<file path="src/rtl/serdes_channel_noise.sv">
// serdes_channel_noise: error injector between serdes tx and rx for loopback BER testing.
// Corrupts sync headers and flips single data bits from two free-running Galois LFSRs.
module serdes_channel_noise #(
    parameter int          DATA_WIDTH = 64,
    parameter int          HDR_WIDTH  = 2,
    parameter logic [31:0] HDR_SEED   = 32'hACE1_2468,
    parameter logic [31:0] DATA_SEED  = 32'h1357_BDF9
) (
    input  logic                  clk,
    input  logic                  rst_n,
    input  logic                  in_valid,
    input  logic [DATA_WIDTH-1:0] in_data,
    input  logic [HDR_WIDTH-1:0]  in_hdr,
    output logic                  out_valid,
    output logic [DATA_WIDTH-1:0] out_data,
    output logic [HDR_WIDTH-1:0]  out_hdr,
    input  logic [1:0]            cfg_mode,
    input  logic [31:0]           cfg_hdr_thresh,
    input  logic [31:0]           cfg_data_thresh,
    input  logic [7:0]            cfg_burst_len,
    input  logic [31:0]           cfg_total_blocks,
    input  logic                  stat_clear,
    output logic [31:0]           stat_blocks,
    output logic [31:0]           stat_hdr_errs,
    output logic [31:0]           stat_data_errs,
    output logic                  done
);
    localparam int          IW   = $clog2(DATA_WIDTH);
    localparam logic [31:0] TAPS = 32'h8020_0003;

    typedef enum logic {IDLE, BURST} state_t;

    state_t                state_q, state_d;
    logic [7:0]            burst_cnt_q, burst_cnt_d;
    logic [31:0]           hdr_lfsr_q, hdr_lfsr_d;
    logic [31:0]           data_lfsr_q, data_lfsr_d;
    logic                  out_valid_q, out_valid_d;
    logic [DATA_WIDTH-1:0] out_data_q, out_data_d;
    logic [HDR_WIDTH-1:0]  out_hdr_q, out_hdr_d;
    logic [31:0]           blocks_q, blocks_d;
    logic [31:0]           hdr_errs_q, hdr_errs_d;
    logic [31:0]           data_errs_q, data_errs_d;
    logic                  done_q, done_d;
    logic                  active, hdr_hit, data_hit, hdr_corrupt, data_corrupt, in_burst, cnt_en;
    logic [7:0]            len_m1;
    logic [HDR_WIDTH-1:0]  hdr_mask;
    logic [DATA_WIDTH-1:0] data_mask;

    function automatic logic [31:0] sat_inc(input logic [31:0] v, input logic en);
        return (en && v != 32'hFFFF_FFFF) ? v + 32'd1 : v;
    endfunction

    function automatic logic [31:0] lfsr_next(input logic [31:0] v);
        return (v >> 1) ^ (v[0] ? TAPS : 32'd0);
    endfunction

    always_comb begin
        active       = in_valid && !done_q && (cfg_mode != 2'd0);
        hdr_hit      = hdr_lfsr_q < cfg_hdr_thresh;
        data_hit     = data_lfsr_q < cfg_data_thresh;
        in_burst     = state_q == BURST;
        len_m1       = (cfg_burst_len == 8'd0) ? 8'd0 : cfg_burst_len - 8'd1;
        hdr_corrupt  = active && ((cfg_mode == 2'd3) ? (in_burst || hdr_hit) : hdr_hit);
        data_corrupt = active && data_hit;
        hdr_mask     = (cfg_mode == 2'd1) ? {HDR_WIDTH{1'b1}} : HDR_WIDTH'(1) << hdr_lfsr_q[31];
        data_mask    = DATA_WIDTH'(1) << data_lfsr_q[IW-1:0];
        state_d      = state_q;
        burst_cnt_d  = burst_cnt_q;
        if (active && cfg_mode == 2'd3) begin
            if (in_burst) begin
                burst_cnt_d = burst_cnt_q - 8'd1;
                state_d     = (burst_cnt_q == 8'd1) ? IDLE : BURST;
            end else if (hdr_hit) begin
                burst_cnt_d = len_m1;
                state_d     = (len_m1 != 8'd0) ? BURST : IDLE;
            end
        end
        // Leaving burst mode, finishing the budget or clearing always abandons a burst
        if (cfg_mode != 2'd3 || done_q || stat_clear) begin
            state_d     = IDLE;
            burst_cnt_d = 8'd0;
        end
        hdr_lfsr_d  = in_valid ? lfsr_next(hdr_lfsr_q) : hdr_lfsr_q;
        data_lfsr_d = in_valid ? lfsr_next(data_lfsr_q) : data_lfsr_q;
        out_valid_d = in_valid;
        out_hdr_d   = in_valid ? in_hdr ^ (hdr_corrupt ? hdr_mask : '0) : out_hdr_q;
        out_data_d  = in_valid ? in_data ^ (data_corrupt ? data_mask : '0) : out_data_q;
        cnt_en      = in_valid && !done_q;
        blocks_d    = stat_clear ? 32'd0 : sat_inc(blocks_q, cnt_en);
        hdr_errs_d  = stat_clear ? 32'd0 : sat_inc(hdr_errs_q, hdr_corrupt);
        data_errs_d = stat_clear ? 32'd0 : sat_inc(data_errs_q, data_corrupt);
        done_d      = !stat_clear && (done_q || (cnt_en && cfg_total_blocks != 32'd0 && blocks_d == cfg_total_blocks));
    end

    always_ff @(posedge clk or negedge rst_n) begin
        if (!rst_n) begin
            state_q     <= IDLE;
            burst_cnt_q <= 8'd0;
            hdr_lfsr_q  <= HDR_SEED;
            data_lfsr_q <= DATA_SEED;
            out_valid_q <= 1'b0;
            out_data_q  <= '0;
            out_hdr_q   <= '0;
            blocks_q    <= 32'd0;
            hdr_errs_q  <= 32'd0;
            data_errs_q <= 32'd0;
            done_q      <= 1'b0;
        end else begin
            state_q     <= state_d;
            burst_cnt_q <= burst_cnt_d;
            hdr_lfsr_q  <= hdr_lfsr_d;
            data_lfsr_q <= data_lfsr_d;
            out_valid_q <= out_valid_d;
            out_data_q  <= out_data_d;
            out_hdr_q   <= out_hdr_d;
            blocks_q    <= blocks_d;
            hdr_errs_q  <= hdr_errs_d;
            data_errs_q <= data_errs_d;
            done_q      <= done_d;
        end
    end

    assign out_valid      = out_valid_q;
    assign out_data       = out_data_q;
    assign out_hdr        = out_hdr_q;
    assign stat_blocks    = blocks_q;
    assign stat_hdr_errs  = hdr_errs_q;
    assign stat_data_errs = data_errs_q;
    assign done           = done_q;
endmodule

</file>
<file path="config.mk">
export PLATFORM = sky130hd
export DESIGN_NAME = serdes_channel_noise
export DESIGN_NICKNAME = d
export VERILOG_FILES = /design/src/rtl/serdes_channel_noise.sv
export SDC_FILE = /design/constraint.sdc
export NUM_CORES = 1
export LEC_CHECK = 0
export BUFFER_PORTS_ARGS = -buffer_cell sky130_fd_sc_hd__buf_2
export CELL_PAD_IN_SITES_DETAIL_PLACEMENT = 0
export CELL_PAD_IN_SITES_GLOBAL_PLACEMENT = 1
export CORE_ASPECT_RATIO = 1.25
export CORE_MARGIN = 3
export CORE_UTILIZATION = 38
export CTS_BUF_LIST = sky130_fd_sc_hd__clkbuf_4 sky130_fd_sc_hd__clkbuf_8
export DETAILED_ROUTE_END_ITERATION = 10
export GPL_TIMING_DRIVEN = 0
export PLACE_DENSITY = 0.87
export SYNTH_ARGS = -nofsm -noshare
export SYNTH_HDL_FRONTEND = slang
export SYNTH_SLANG_ARGS = --single-unit
</file>
<file path="constraint.sdc">
create_clock -name clk -period 2.97 [get_ports clk]
set_input_delay 0 -clock clk [delete_from_list [all_inputs] [get_ports clk]]
set_output_delay 0 -clock clk [all_outputs]
set_load 0.05 [all_outputs]
</file>
==> flow_summary_export.csv <==
group,metric,value,unit
floorplan,die_area,0.0399,mm²
placement,place.port_buffers,339,
clock_tree,htreeDepth,2,
logic_synthesis,synth_seq_cells,237,
logic_synthesis,syn-instance-count,1555,
grt,grt_max_degree,120,
clock_tree,numCtsBuffers,42,
logic_synthesis,synth-compound-area-share,9.85,%
logic_synthesis,synth_top_family_by_area,"simple AND/OR/NAND/NOR gates",
placement,place_area,0.0166,mm²
worst_setup_path,worstPathRequired,3370,ps
timing,fmax,326,MHz
drt,drt-total-wl,52000,µm
run_status,status,"finished with violations",
drt,vias,14374,
logic_synthesis,async_reset_ff_share,100,%
grt,grt_pass1_wl,77500,µm
grt,antenna_found_initial,5,
worst_setup_path,end_kind,"register",
timing,fin_ws,-92.8,ps
floorplan,core_area,0.0366,mm²
pwr,cellPowerDensity,619,mW/mm²
clock_tree,root_buffer,"clkbuf_8",
placement,pre_cts_ws,-896,ps
logic_synthesis,synth_edf_count,0,
min_path,min_path_type,"input port to register",
final_layout,syn_to_final_growth,43.5,%
worst_setup_path,r2r-end,"stat_data_errs[15]$_DFFE_PN0P_",
min_path,min_path_cells,6,
worst_setup_path,timing.setup.critical_path_class,"register to register",
floorplan,initial_utilization,38.9,%
final_layout,fillers,3111,
floorplan,num_io_pins,340,
drt,dr.pass1.iters,5,
drt,first_iter_violations,1038,
job,cap_violations,0,
logic_synthesis,yosysWarnings,0,
placement,place_inst,2376,
timing,period_share,103,%
grt,track_usage,24.3,%
logic_synthesis,netlist_area,0.0142,mm²
drt,antenna_left,0,
logic_synthesis,synth_xor_area_share,9.83,%
final_layout,drive_above_1_share,37.4,%
logic_synthesis,avgSynthCellArea,9.16,µm²
pwr,p_leak,9.29,nW
timing,maxSlewViolCount,0,
grt,grt_pass1_vias,14709,
floorplan,die_h,222,µm
logic_synthesis,synth.net_count,1804,
worst_setup_path,ff2ff_setup_slack,-90,ps
clock_tree,cts.sinks,237,
floorplan,fp-row-count,78,
worst_setup_path,rr_worst_depth,13,
worst_setup_path,r2r_start,"data_lfsr_q[9]$_DFFE_PN0P_",
timing,fin_worst_skew,37.2,ps
timing,setup_viol,20,
timing,tns,-534,ps
grt,grt_overflow,0,
floorplan,die_w,179,µm
logic_synthesis,ys_types,76,
drt,drc,0,
placement,dp_hpwl,35500,µm
timing,rsz0062_at_grt,"yes",
logic_synthesis,synth-main-ff-cell,"dfrtp_1",
min_path,hp-start,"cfg_total_blocks[5]",
worst_setup_path,arrival,3460,ps
timing,hold_viol_final,0,
drt,post_drt_wl_per_cell,19.9,µm
final_layout,stdcell_area,0.0204,mm²
clock_tree,insertion_delay,570,ps
final_layout,post-route-util,55.8,%
worst_setup_path,worstPathMaxFanout,5,
run_status,violations,"negative setup slack",
pwr,vdd_drop_max,0.558,mV
timing,min_period,3060,ps
final_layout,nets,2345,
logic_synthesis,synth_fa_ha_area_share,6.41,%
logic_synthesis,yosys.area_share.simple,22.1,%
min_path,whs_endpoint,"done$_DFF_PN0_",
worst_setup_path,critical_path.startpoint_type,"register",
drt,viasPerCell,5.51,
placement,gp_congestion,0.962,
clock_tree,cts_tree,"done",
final_layout,fin_cells,2611,
timing,slew-limit-headroom,18.1,%
timing,worstMarginPinSlew,1230,ps
clock_tree,clockBufferDepth,3,
logic_synthesis,synthMuxAreaShare,5.31,%
logic_synthesis,ys_seq_area_share,41.9,%
clock_tree,clk_pin_slew,60,ps
-- synthesized netlist by cell type, drive strengths merged, types with 3 or more instances --
master / number / area share [%]
or2: 5 / 0.22
mux2: 66 / 5.2
a31oi: 6 / 0.26
nor2: 199 / 5.3
nor4: 32 / 1.7
and4: 16 / 0.98
nor4b: 4 / 0.25
o21ai: 41 / 1.4
inv: 91 / 2.4
o31ai: 4 / 0.21
or4: 4 / 0.21
nor3: 100 / 3.5
o211ai: 4 / 0.25
nand2b: 20 / 0.88
a21oi: 116 / 4.1
a21o: 17 / 0.90
o311ai: 3 / 0.31
nand3: 66 / 2.3
dfrtp: 204 / 36
nand4: 37 / 1.8
a22oi: 4 / 0.21
ha: 73 / 6.4
o221ai: 3 / 0.18
clkbuf: 56 / 1.5
a2bb2oi: 3 / 0.18
or3: 10 / 0.44
xor2: 51 / 3.1
buf: 20 / 0.71
nor2b: 17 / 0.75
o2111ai: 3 / 0.18
a211oi: 5 / 0.26
and3: 19 / 0.83
and2: 11 / 0.50
dfstp: 33 / 6.1
xnor2: 108 / 6.7
nand2: 75 / 2.0
-- cell type report --
type	instances	area, µm²	area share [%]
multi-input cells	1151	8790	43.0
flip-flops and latches	237	5990	29.3
well taps	480	601	2.94
clock buffers	67	872	4.27
diodes	2	5.00	0.0245
clock inverters	10	103	0.502
plain buffers	74	458	2.24
inverters	91	342	1.67
repair buffers	499	3280	16.0
-- flip-flops by register name, summed over array words and instances, names as in the netlist --
signal	cells
burst_cnt_q	8
data_lfsr_q	32
done	1
hdr_lfsr_q	32
in_burst	1
out_data	64
out_hdr	2
out_valid	1
stat_blocks	32
stat_data_errs	32
stat_hdr_errs	32
-- per-layer routing --
layer  up-vias  wire (µm)  global-route usage (%)
met4        10       3020                    13.5
met5         -         69                       0
met3       201       4380                    6.51
met1      6915      18700                    26.6
li1       6516          -                       -
met2       732      25900                    42.3
-- worst max-delay path, cell delays in order (launching register included) --
cell and delay, ps:
dfrtp_1 420, ha_4 230, a21o_1 150, a21o_1 170, a211o_1 300, o211ai_2 80, a21oi_2 100, o311ai_4 350
buf_6 180, nand2_8 60, or2_4 240, buf_6 140, o41ai_1 350, a21oi_1 120
-- report_power, final --
| group | total (mW) | switching, mW | internal (mW) | leakage, nW |
|---|---|---|---|---|
| clock network | 3.52 | 1.48 | 2.04 | 0.517 |
| logic | 4.64 | 2.76 | 1.88 | 5.87 |
| registers | 4.48 | 0.518 | 3.97 | 2.90 |
-- cells in the final DEF (no fill, tap or decap), types with 9 or more instances in the layout --
| master | n |
|---|---|
| a21o_1 | 17 |
| a21oi_1 | 105 |
| and2_1 | 10 |
| and3_1 | 15 |
| and4_1 | 13 |
| buf_2 | 347 |
| buf_4 | 54 |
| buf_6 | 9 |
| clkbuf_1 | 43 |
| clkbuf_4 | 11 |
| clkbuf_8 | 61 |
| dfrtp_1 | 189 |
| dfrtp_2 | 15 |
| dfstp_2 | 33 |
| dlygate4sd3_1 | 92 |
| ha_1 | 66 |
| inv_1 | 91 |
| mux2_2 | 63 |
| nand2_1 | 72 |
| nand2b_1 | 20 |
| nand3_1 | 57 |
| nand4_1 | 35 |
| nor2_1 | 194 |
| nor2b_1 | 17 |
| nor3_1 | 37 |
| nor3_2 | 31 |
| nor3_4 | 32 |
| nor4_1 | 14 |
| nor4_2 | 10 |
| o21ai_0 | 33 |
| or3_1 | 9 |
| xnor2_1 | 95 |
| xnor2_2 | 13 |
| xor2_1 | 48 |
-- repair_timing --
action                                  4_1_cts  5_1_grt
gates cloned                                  2        2
hold endpoints to repair                    195        0
hold buffers                                 92        0
pin swaps                                    33       71
setup buffers                                30       32
endpoints found under the setup margin      128      122
gates resized for setup                     124      168
-- how the worst max path moves through the flow --
| stage | startpoint | end | slack (ps) | depth (start not counted) |
|---|---|---|---|---|
| 2_1_floorplan | stat_blocks[0]$_DFF_PN0_ | done$_DFF_PN0_ | 0.3 | 13 |
| 6_report | data_lfsr_q[9]$_DFFE_PN0P_ | stat_data_errs[15]$_DFFE_PN0P_ | -90 | 13 |
| 4_1_cts | data_lfsr_q[9]$_DFFE_PN0P_ | stat_data_errs[25]$_DFFE_PN0P_ | -40 | 13 |
| 5_1_grt | data_lfsr_q[9]$_DFFE_PN0P_ | stat_data_errs[15]$_DFFE_PN0P_ | -190 | 13 |
| 3_5_place_dp | hdr_lfsr_q[6]$_DFFE_PN1P_ | stat_hdr_errs[29]$_DFFE_PN0P_ | -900 | 12 |
| 3_3_place_gp | rst_n | stat_blocks[0]$_DFF_PN0_ | -2890 | 1 |
-- per-stage QoR --
step                power (mW)  hold WS (ps)
global placement          7.82           221
detailed placement        7.96          -201
finish                    12.6          27.8
floorplan                 6.79          -296
CTS                       12.1          2.74
global route              13.3          30.4
-- cell families (layout without fill, tap and decap cells) --
group | Yosys count | after routing
AND/OR/NAND/NOR | 622 | 622
flip-flops | 237 | 237
AO/OA/AOI/OAI | 230 | 230
buffers and inverters | 167 | 741
XOR/XNOR | 159 | 159
adder cells (fa/ha/maj) | 73 | 73
multiplexers | 67 | 67
other | 0 | 2
Power figures use the tool's default switching activity.
